### src/rtl/uart_tx_fifo.sv
// uart_tx_fifo: byte FIFO feeding an 8N1 UART serializer.
// Ports: clk, rst_n (sync, active-low), wr_en/wr_data/wr_ready write side,
//        busy, level (FIFO occupancy), uart_tx (serial line, idle high).
module uart_tx_fifo #(
  parameter int CLKS_PER_BIT = 868,
  parameter int FIFO_DEPTH   = 4
) (
  input  logic                          clk,
  input  logic                          rst_n,
  input  logic                          wr_en,
  input  logic [7:0]                    wr_data,
  output logic                          wr_ready,
  output logic                          busy,
  output logic [$clog2(FIFO_DEPTH):0]   level,
  output logic                          uart_tx
);

  localparam int AW = $clog2(FIFO_DEPTH);
  localparam int LW = AW + 1;
  localparam logic [15:0]   LAST = 16'(CLKS_PER_BIT - 1);
  localparam logic [LW-1:0] FULL = LW'(FIFO_DEPTH);

  typedef enum logic [1:0] {
    IDLE,
    START,
    DATA,
    STOP
  } state_t;

  state_t        r_state;
  logic [7:0]    r_mem [FIFO_DEPTH];
  logic [AW-1:0] r_wptr;
  logic [AW-1:0] r_rptr;
  logic [LW-1:0] r_level;
  logic [15:0]   r_cnt;
  logic [2:0]    r_bit;
  logic [7:0]    r_shift;
  logic          r_tx;
  logic          r_busy;

  logic w_has;
  logic w_bit_end;
  logic w_push;
  logic w_pop;

  assign w_has     = (r_level != '0);
  assign w_bit_end = (r_cnt == LAST);
  // Only the registered level gates writes, so a same-cycle pop
  // never frees a slot for a write to a full FIFO.
  assign wr_ready  = (r_level != FULL);
  assign w_push    = wr_en && wr_ready;
  assign w_pop     = w_has &&
                     ((r_state == IDLE) ||
                      ((r_state == STOP) && w_bit_end));

  assign level   = r_level;
  assign busy    = r_busy;
  assign uart_tx = r_tx;

  always_ff @(posedge clk) begin
    if (rst_n && w_push) begin
      r_mem[r_wptr] <= wr_data;
    end
  end

  always_ff @(posedge clk) begin
    if (!rst_n) begin
      r_wptr  <= '0;
      r_rptr  <= '0;
      r_level <= '0;
    end else begin
      if (w_push) r_wptr <= r_wptr + AW'(1);
      if (w_pop)  r_rptr <= r_rptr + AW'(1);
      unique case ({w_push, w_pop})
        2'b10:   r_level <= r_level + LW'(1);
        2'b01:   r_level <= r_level - LW'(1);
        default: r_level <= r_level;
      endcase
    end
  end

  // The line is a registered image of the previous cycle's state,
  // so it trails the state machine by one clock and never glitches.
  always_ff @(posedge clk) begin
    if (!rst_n) begin
      r_state <= IDLE;
      r_cnt   <= '0;
      r_bit   <= '0;
      r_shift <= '0;
      r_tx    <= 1'b1;
      r_busy  <= 1'b0;
    end else begin
      r_tx   <= (r_state == START) ? 1'b0 :
                (r_state == DATA)  ? r_shift[0] : 1'b1;
      r_busy <= (r_state != IDLE) || w_has;
      unique case (r_state)
        IDLE: begin
          r_cnt <= '0;
          if (w_pop) begin
            r_shift <= r_mem[r_rptr];
            r_state <= START;
          end
        end
        START: begin
          if (w_bit_end) begin
            r_cnt   <= '0;
            r_bit   <= '0;
            r_state <= DATA;
          end else begin
            r_cnt <= r_cnt + 16'd1;
          end
        end
        DATA: begin
          if (w_bit_end) begin
            r_cnt   <= '0;
            r_shift <= {1'b0, r_shift[7:1]};
            if (r_bit == 3'd7) begin
              r_state <= STOP;
            end else begin
              r_bit <= r_bit + 3'd1;
            end
          end else begin
            r_cnt <= r_cnt + 16'd1;
          end
        end
        STOP: begin
          if (w_bit_end) begin
            r_cnt <= '0;
            if (w_pop) begin
              r_shift <= r_mem[r_rptr];
              r_state <= START;
            end else begin
              r_state <= IDLE;
            end
          end else begin
            r_cnt <= r_cnt + 16'd1;
          end
        end
        default: r_state <= IDLE;
      endcase
    end
  end

endmodule

### config.mk
export PLATFORM = sky130hd
export DESIGN_NAME = uart_tx_fifo
export DESIGN_NICKNAME = d
export VERILOG_FILES = /design/src/rtl/uart_tx_fifo.sv
export SDC_FILE = /design/constraint.sdc
export NUM_CORES = 1
export LEC_CHECK = 0
export CAP_MARGIN = 20
export CELL_PAD_IN_SITES_DETAIL_PLACEMENT = 0
export CELL_PAD_IN_SITES_GLOBAL_PLACEMENT = 2
export CORE_ASPECT_RATIO = 2
export CORE_MARGIN = 4
export CORE_UTILIZATION = 40
export DETAILED_ROUTE_END_ITERATION = 8
export HOLD_SLACK_MARGIN = 0.15
export PLACE_DENSITY_LB_ADDON = 0.2
export RECOVER_POWER = 50
export REMOVE_ABC_BUFFERS = 1
export SYNTH_ARGS = -nofsm -noshare
export SYNTH_HDL_FRONTEND = slang
export SYNTH_SLANG_ARGS = --single-unit
### constraint.sdc
create_clock -name clk -period 2.7 [get_ports clk]
set_input_delay 0.54 -clock clk [delete_from_list [all_inputs] [get_ports clk]]
set_output_delay 0.54 -clock clk [all_outputs]
set_load 0.03 [all_outputs]
==> impl_metrics.csv <==
group,metric,value,unit
grt,grt-ovfl-total,0,
setup_path,path_delay_family,"adder cells",
grt,antenna_found_initial,0,
power,finalPower,3.724,mW
setup_path,required,2.95,ns
drt,dr_total_vias,2005,
setup_path,reg2reg_depth,9,
sta,max_freq,412.0,MHz
cts,clock-sinks,72,
power,vdd_drop_max,0.4491,mV
layout,area_delta_synth_final,16.20,%
yosys,ys_warn_count,0,
grt,grt_max_degree,19,
sta,setup_tns,0,ns
cts,clock_latency,0.33,ns
power,p_leak,1.415,nW
setup_path,crit_path_cell_trace,"inv_1 -> ha_1 -> o21ai_0 -> a21oi_1 -> ha_1 -> fa_1 -> xnor2_1 -> or3_1 -> a21boi_0",
yosys,netlist_area,3282,sq um
cts,cts_tree,"done",
place,gp_congestion,0.7473,
yosys,synth_area_leaders,"edfxtp_1 29%, dfxtp_1 24%, mux4_2 5.5%",
yosys,postSynthCellCount,270,
hold_path,hold_depth,1,
grt,grtUsageTotal,14.18,%
yosys,synth.avg_cell_area,12.16,sq um
setup_path,cp_slowest_cell,"dfxtp_1",
cts,cts.path.max_buffers,2,
sta,maxSlewHeadroom,56.72,%
power,power.density,976.5,nW/um^2
yosys,synth_seq_cells,72,
setup_path,setup.worst_path.end_class,"register",
layout,register_area,1762,sq um
floorplan,dieArea,9806,sq um
drt,drc_errors,0,
setup_path,r2r_end,"level[2]$_SDFFE_PN0P_",
setup_path,reg2reg_setup_slack,0.27,ns
floorplan,rows,46,
yosys,synth_top_area_share,29.28,%
hold_path,worstHoldPathType,"register to register",
layout,diodes,0,
cts,post_cts_buffers,0,
sta,fin_crit_sh,89.90,%
sta,worstMarginPinSlew,0.6475,ns
yosys,yosysMostFrequentCell,"dfxtp_1",
grt,grt_pass1_wl,10340,um
setup_path,worstSetupPathType,"register to register",
setup_path,start_kind,"register",
setup_path,critPathMaxStageDelay,0.43,ns
layout,fin_nets,315,
cts,cts_buffers,9,
yosys,synth_edf_count,32,
place,port_buffers,16,
drt,drt_wl_total,6078,um
cts,cts_max_level,3,
yosys,ys_seq_area_share,53.68,%
sta,slew_violations,0,
layout,final_layout_size_suffix_gt1_share,13.95,%
cts,clockRootBuffer,"clkbuf_16",
sta,setup_viol,0,
drt,drt-pass1-iter-count,4,
layout,multi_input_area,1385,sq um
yosys,async_flop_share,0,%
drt,viasPerCell,5.141,
cts,ctsResizeCount,0,
hold_path,min_to,"r_cnt[0]$_SDFF_PP0_",
sta,fin_skew,0.005206,ns
setup_path,worstReg2RegStart,"r_state[0]$_SDFFE_PN0P_",
drt,ant_nets,0,
cts,cts_hold_buf,0,
drt,wl_per_cell,15.58,um
cts,path_clk_slew,0.05,ns
setup_path,critPathArrivalTime,2.68,ns
setup_path,cp_max_fo,6,
setup_path,crit_top_cell,"ha_1",
setup_path,path_buf_inv,1,
yosys,synth_top_cell_by_area,"edfxtp_1",
floorplan,die_w,72.05,um
sta,rsz0062_at_grt,"no",
floorplan,die_y,136.1,um
hold_path,hold_start,"r_cnt[0]$_SDFF_PP0_",
yosys,ys.flop_type,"dfxtp_1",
sta,hold_viol_final,0,
yosys,synth.distinct_cells,45,
layout,fillers,740,
floorplan,num_io_pins,17,
grt,grt_pass1_vias,2140,
floorplan,core,7943,sq um
place,dpl.hpwl,4494,um
drt,drt_iter0_drc,138,
run_status,outcome,"finished, final reports clean",
sta,min_period,2.427,ns
yosys,yosys-top-cells-count,"40 x dfxtp_1, 32 x edfxtp_1, 26 x nand2_1",
run,cap_violations,0,
floorplan,start_util,41.32,%
-- where the power goes --
part           switching (mW)  total, mW  leakage (nW)  internal (mW)
Sequential              0.128       1.44         0.616           1.31
Clock                   0.420       1.18         0.149          0.761
Combinational           0.558       1.11         0.651          0.548
Total                    1.11       3.72          1.42           2.62
-- flip-flops by register name, summed over array words and instances, names as in the netlist, 2 cells and up, named ones only --
signal / cells
r_rptr: 2
r_cnt: 16
r_mem: 32
r_shift: 8
r_wptr: 2
r_bit: 3
r_state: 2
level: 3
-- logic make-up after synthesis --
| logic type | count (synthesis) | share of synthesized area, % |
|---|---|---|
| xor+xnor | 14 | 3.736 |
| flops | 72 | 53.68 |
| fa+ha+maj | 15 | 5.947 |
| compound gates | 28 | 5.719 |
| mux | 27 | 11.55 |
| simple gates | 90 | 15.44 |
| buf+inv | 24 | 3.927 |
-- cell type report --
cell class,instances,area share (%)
Sequential cell,72,46.19
Multi-Input combinational cell,174,36.32
Clock buffer,11,6.627
Timing Repair Buffer,23,5.381
Tap cell,96,3.150
Clock inverter,5,1.444
Inverter,9,0.8858
-- worst max-delay path by stage --
stage                     slack [ns]  cells after the start                    start                    end
after global placement          0.25                      8                    wr_en  level[2]$_SDFFE_PN0P_
after detailed placement        0.19                      8                    wr_en  level[2]$_SDFFE_PN0P_
after global routing            0.05                      9  r_state[0]$_SDFFE_PN0P_  level[2]$_SDFFE_PN0P_
final                           0.27                      9  r_state[0]$_SDFFE_PN0P_  level[2]$_SDFFE_PN0P_
after floorplan                 0.26                      8    level[0]$_SDFFE_PN0P_  level[2]$_SDFFE_PN0P_
after CTS                       0.26                      9  r_state[0]$_SDFFE_PN0P_  level[2]$_SDFFE_PN0P_
-- metrics by stage --
| stage | setup WS (ns) | utilization [%] | cells | cell area (sq um) | hold WS [ns] |
|---|---|---|---|---|---|
| final | 0.2727 | 48.02 | 390 | 3814 | 0.4353 |
| after global routing | 0.05497 | 48.02 | 390 | 3814 | 0.4761 |
| after CTS | 0.2552 | 48.19 | 390 | 3827 | 0.4404 |
| after detailed placement | 0.1930 | 44.31 | 374 | 3520 | 0.4311 |
| after global placement | 0.2458 | 44.31 | 374 | 3520 | 0.4209 |
| after floorplan | 0.2562 | - | 255 | 3187 | 0.4129 |
-- routing by layer --
layer	vias up	track usage, %	part of all wire, %
li1	1011	-	-
met1	968	14.43	39
met2	17	25.77	57
met3	9	3.849	1.9
met4	0	7.218	2.3
met5	-	0	0
-- layout by cell type, fill, tap and decap left out, types with 2 or more instances in the layout --
cell              n
dfxtp_1          40
nand2_1          26
xnor2_1           4
clkbuf_1          2
nor2b_1           2
or4_1             2
mux2i_1          12
clkdlybuf4s50_1   6
and2_1            5
nor3_1            2
nand4_1           7
mux4_2            8
a21boi_0          4
xor2_1           10
o21ai_0           8
inv_1             9
and4_1            2
clkbuf_8          2
and3_1            6
nand3_1           8
ha_1             14
a21oi_1           6
nor2_1           15
or3_1             6
edfxtp_1         32
a21boi_1          2
clkbuf_16         9
buf_4             5
or4b_1            2
dlygate4sd3_1    10
mux2_2            7
Note: power is estimated with default switching activity, not from simulation.
==> variant 1 (config.mk and constraints unchanged) <==
`FIFO_DEPTH`: 4 -> 8.
--- a/src/rtl/uart_tx_fifo.sv
+++ b/src/rtl/uart_tx_fifo.sv
@@ -4,5 +4,5 @@
 module uart_tx_fifo #(
   parameter int CLKS_PER_BIT = 868,
-  parameter int FIFO_DEPTH   = 4
+  parameter int FIFO_DEPTH   = 8
 ) (
   input  logic                          clk,
Ports: changed (resized level); port bits go from 17 to 18. No check against the original RTL was run, so the function may have changed too.
==> variant 1 against the unedited design <==
The flow now finishes with violations (setup timing); synthesized cell count grew 24%; design area grew 44%; fmax shrank 13%; sequential power grew 42%; sequential cell count grew 36; power grew 38%; wire length grew 49%; worst setup slack lost 0.37 ns; synthesized area grew 38%; sequential share of layout area grew 4.7 points; clock power grew 10%.
==> variant 1: results (changes against the unedited design) <==
| Metric | Value |
|---|---|
| Routing usage on met1 | 15.1% (was 14.4%) |
| Largest cells by area after synthesis | edfxtp_1 (42%), dfxtp_1 (19%), mux4_2 (7.9%) (was edfxtp_1 (29%), dfxtp_1 (24%), mux4_2 (5.5%)) |
| Crit Path Max Fanout | 2 (was 6) |
| Setup repair bufs after CTS | 10 (was 0) |
| CTS resizes | 7 (was 0) |
| CP arrival | 3.08 ns (was 2.68 ns) |
| HPWL after DPL | 6440 um (was 4490 um) |
| Synth unique cells | 44 (was 45) |
| Least-Margin Pin Slew | 0.985 ns (was 0.647 ns) |
| Failing checks | setup timing |
| PortBufs | 17 (was 16) |
| Post-synthesis sequential area ratio | 61.8% (was 53.7%) |
| Final WS setup | -0.0991 ns (was 0.273 ns) |
| DP Cell Count | 519 (was 374) |
| Core ar. | 11000 um2 (was 7940 um2) |
| Fraction of layout cells with a size suffix above 1 | 24.0% (was 13.9%) |
| DR vias/cell | 5.17 (was 5.14) |
| Grt met2 use | 28.5% (was 25.8%) |
| Outcome | complete, but fails checks (was finished clean) |
| GR Util All Layers | 14.8% (was 14.2%) |
| Final Setup Violations | 2 (was 0) |
| Syn_area_per_cell | 13.5 um2 (was 12.2 um2) |
| Nets | 426 (was 315) |
| WL final | 9060 um (was 6080 um) |
| Vias in the first global route | 2854 (was 2140) |
| RePlAce Congestion | 0.751 (was 0.747) |
| Met3 Routed Length | 171 um (was 114 um) |
| Worst path max stage delay | 0.47 ns (was 0.43 ns) |
| Non-Filler Instances | 545 (was 390) |
| Internal Power | 3.48 mW (was 2.62 mW) |
| Reg clk slew, reported paths | 0.08 ns (was 0.05 ns) |
| Largest net degree at the start of global routing | 25 (was 19) |
| Violation count after the first detailed-routing iteration | 180 (was 138) |
| Filler cell count | 947 (was 740) |
| Cell at the slowest stage of the critical path | or4b_4 (was dfxtp_1) |
| Number of flops mapped to enable cells by yosys | 64 (was 32) |
| Peak supply drop | 0.556 mV (was 0.449 mV) |
| Worst path top cell family by delay | simple AND/OR/NAND/NOR gates (was adder cells) |
==> variant 1: through the flow <==
step                instance area, um2  setup WS, ns
floorplan                         4490        -0.362
global placement                  5120        -0.167
detailed placement                5120        -0.210
CTS                               5520       -0.0705
global route                      5510        -0.250
finish                            5510       -0.0991
==> variant 1: worst reg2reg max path, stage by stage (launching register included) <==
cell	delay (ns)
dfxtp_2	0.36
ha_4	0.13
or4b_4	0.47
nor4_4	0.32
a21oi_2	0.11
nor2_2	0.13
ha_2	0.20
ha_1	0.22
a21o_1	0.17
a21oi_2	0.13
xnor2_1	0.09
or3_1	0.30
a21oi_1	0.11
==> variant 1: area by class of cell <==
cell class / count / share of cell area, %
Multi-Input combinational cell: 207 / 30.6
Tap cell: 140 / 3.18
Timing Repair Buffer: 64 / 9.26
Clock inverter: 7 / 1.32
Sequential cell: 108 / 50.9
Clock buffer: 9 / 4.09
Inverter: 10 / 0.681
==> variant 1: path summary, 6_finish.rpt <==
| kind | startpoint | end | slack [ns] | cells past startpoint |
|---|---|---|---|---|
| setup / recovery | r_cnt[0] | level[3] | -0.1 | 12 |
| hold / removal | r_shift[6] | r_shift[6] | 0.46 | 2 |
| setup reg to reg | r_cnt[0] | level[3] | -0.1 | 12 |
| hold reg to reg | r_shift[6] | r_shift[6] | 0.46 | 2 |
==> variant 1: logic make-up (layout without fill, tap and decap cells) <==
group                      count (synthesis)  count (layout)  share of synthesized area [%]
AOI/OAI and AO/OA                         39              39                           6.12
xor gates and xnor gates                  19              19                           3.67
adders and majority gates                 15              15                           4.30
buffers and inverters                     21              90                           1.79
DFF                                      108             108                           61.8
muxes                                     28              28                           10.6
and+or+nand+nor                          106             106                           11.7
==> variant 2 (same settings) <==
Without the edit above. Encoding of `state_t`: now one-hot (4 bits for 4 states).
--- a/src/rtl/uart_tx_fifo.sv
+++ b/src/rtl/uart_tx_fifo.sv
@@ -21,9 +21,9 @@
   localparam logic [LW-1:0] FULL = LW'(FIFO_DEPTH);
 
-  typedef enum logic [1:0] {
-    IDLE,
-    START,
-    DATA,
-    STOP
+  typedef enum logic [3:0] {
+    IDLE  = 4'b0001,
+    START = 4'b0010,
+    DATA  = 4'b0100,
+    STOP  = 4'b1000
   } state_t;
 
Behaviour: no difference found for any inputs over 10 cycles, from zero or initial values and one cycle with rst_n low; not proved beyond that.
==> variant 2 against the unedited design <==
Combinational power fell by 13%; worst hold slack improved by 0.016 ns; worst setup slack got worse by 0.057 ns; wire length rose by 15%; design area rose by 5.4%; sequential cell count rose by 2; power fell by 1.9%; critical endpoint unchanged; first-iteration DRC count fell by 40%; synthesized area rose by 5.4%.
==> variant 2: results (changes against the unedited design) <==
| Metric | Value |
|---|---|
| Min Hold Slack | 0.451 ns (was 0.435 ns) |
| Number of flops mapped to enable cells by yosys | 32 (unchanged) |
| Leakage | 1.41 nW (was 1.42 nW) |
| Initial DRT Pass Iterations | 4 (unchanged) |
| Filler cell count | 779 (was 740) |
| Violation count after the first detailed-routing iteration | 83 (was 138) |
| Post-DP Area | 3710 um2 (was 3520 um2) |
| Vias in the first global route | 2441 (was 2140) |
| Hold Crit Class | reg2reg (unchanged) |
| Setup repair bufs after CTS | 0 (unchanged) |
| First-pass GRT wire length | 11700 um (was 10300 um) |
| DR vias | 2315 (was 2005) |
| Asr flop ratio synth | 0% (unchanged) |
| Largest net degree at the start of global routing | 40 (was 19) |
| Most instantiated cells after synthesis | dfxtp_1 (42), edfxtp_1 (32), nand2_1 (16) (was dfxtp_1 (40), edfxtp_1 (32), nand2_1 (26)) |
| Max Cap Violations | 0 (unchanged) |
| Largest cells by area after synthesis | edfxtp_1 (28%), dfxtp_1 (24%), mux4_2 (5.2%) (was edfxtp_1 (29%), dfxtp_1 (24%), mux4_2 (5.5%)) |
| TritonCTS Buffers | 9 (unchanged) |
| Crit Path Max Fanout | 4 (was 6) |
| N_diodes | 0 (unchanged) |
| Reg clk slew, reported paths | 0.06 ns |
| Least-Margin Pin Slew | 0.731 ns (was 0.647 ns) |
| CTS resizes | 0 (unchanged) |
| Post-Syn Instances | 310 (was 270) |
| Worst reg-to-reg setup slack | 0.22 ns (was 0.27 ns) |
| Fraction of layout cells with a size suffix above 1 | 12.4% (was 13.9%) |
| Maximum root-to-sink buffer count | 2 (unchanged) |
| Dpl ws | 0.182 ns (was 0.193 ns) |
| H-tree lvl count | 3 (unchanged) |
| Nets | 346 (was 315) |
| Initial antenna violation count | 0 (unchanged) |
| Final Skew | 0.00499 ns (was 0.00521 ns) |
| Outcome | finished clean (unchanged) |
| Peak supply drop | 0.497 mV (was 0.449 mV) |
| RePlAce Congestion | 0.781 (was 0.747) |
| Largest regs | r_mem x32, r_cnt x16, r_shift x8 (unchanged) |
| Clock root cell | clkbuf_16 (unchanged) |
| Post-synthesis sequential area ratio | 52.1% (was 53.7%) |
| Max Fclk | 402 MHz (was 412 MHz) |
| Wire per inst | 16.3 um (was 15.6 um) |
| Clk_lat worst skew | 0.33 ns (about the same) |
| CP arrival | 2.74 ns (was 2.68 ns) |
| Synth unique cells | 55 (was 45) |
| HPWL after DPL | 5270 um (was 4490 um) |
| YS warnings | 0 (unchanged) |
| PortBufs | 16 (unchanged) |
| GR Util All Layers | 15.1% (was 14.2%) |
variant 2: metrics by stage:
stage	total power [mW]	cells
after floorplan	2.09	289
after global placement	2.44	413
after detailed placement	2.45	413
after CTS	3.73	429
after global routing	3.88	429
final	3.65	429
variant 2: path summary, 6_finish.rpt:
path | cells past startpoint | start | end
max | 10 | r_cnt[0] | level[2]
min | 2 | r_shift[7] | r_shift[7]
max reg2reg | 10 | r_cnt[0] | level[2]
min reg2reg | 2 | r_shift[7] | r_shift[7]
variant 2: critical path, stage by stage (launching register included):
cell and delay [ns]:
dfxtp_1 0.37, ha_1 0.22, and4b_1 0.25, nand4_2 0.12, o21ai_2 0.21, ha_1 0.20, inv_1 0.06, fa_1 0.37
xor2_1 0.16, or3_1 0.30, a21boi_0 0.15
variant 2: cells by family after synthesis:
group / Yosys count / share of synthesized area (%)
AOI/OAI and AO/OA: 67 / 12.9
buffers and inverters: 34 / 4.59
xor gates and xnor gates: 4 / 1.01
and+or+nand+nor: 106 / 18.4
muxes: 16 / 7.52
adders and majority gates: 9 / 3.47
DFF: 74 / 52.1
variant 2: routing by layer:
layer	share of wire [%]	track usage, %	up-vias
li1	-	-	1170
met4	2.7	6.78	0
met5	0	0	-
met1	34	13.8	1108
met3	1.9	3.97	13
met2	61	29.2	24
variant 2: power breakdown:
group / switching [mW] / internal [mW]
sequential: 0.120 / 1.31
combinational: 0.552 / 0.419
clock: 0.446 / 0.812
total: 1.12 / 2.54
variant 2: final cells by class:
class / instances / area (um2) / share of cell area (%)
Clock buffer: 10 / 229 / 5.70
Inverter: 13 / 48.8 / 1.21
Multi-Input combinational cell: 202 / 1500 / 37.3
Clock inverter: 6 / 90.1 / 2.24
Tap cell: 98 / 123 / 3.05
Sequential cell: 74 / 1800 / 44.8
Timing Repair Buffer: 26 / 229 / 5.70
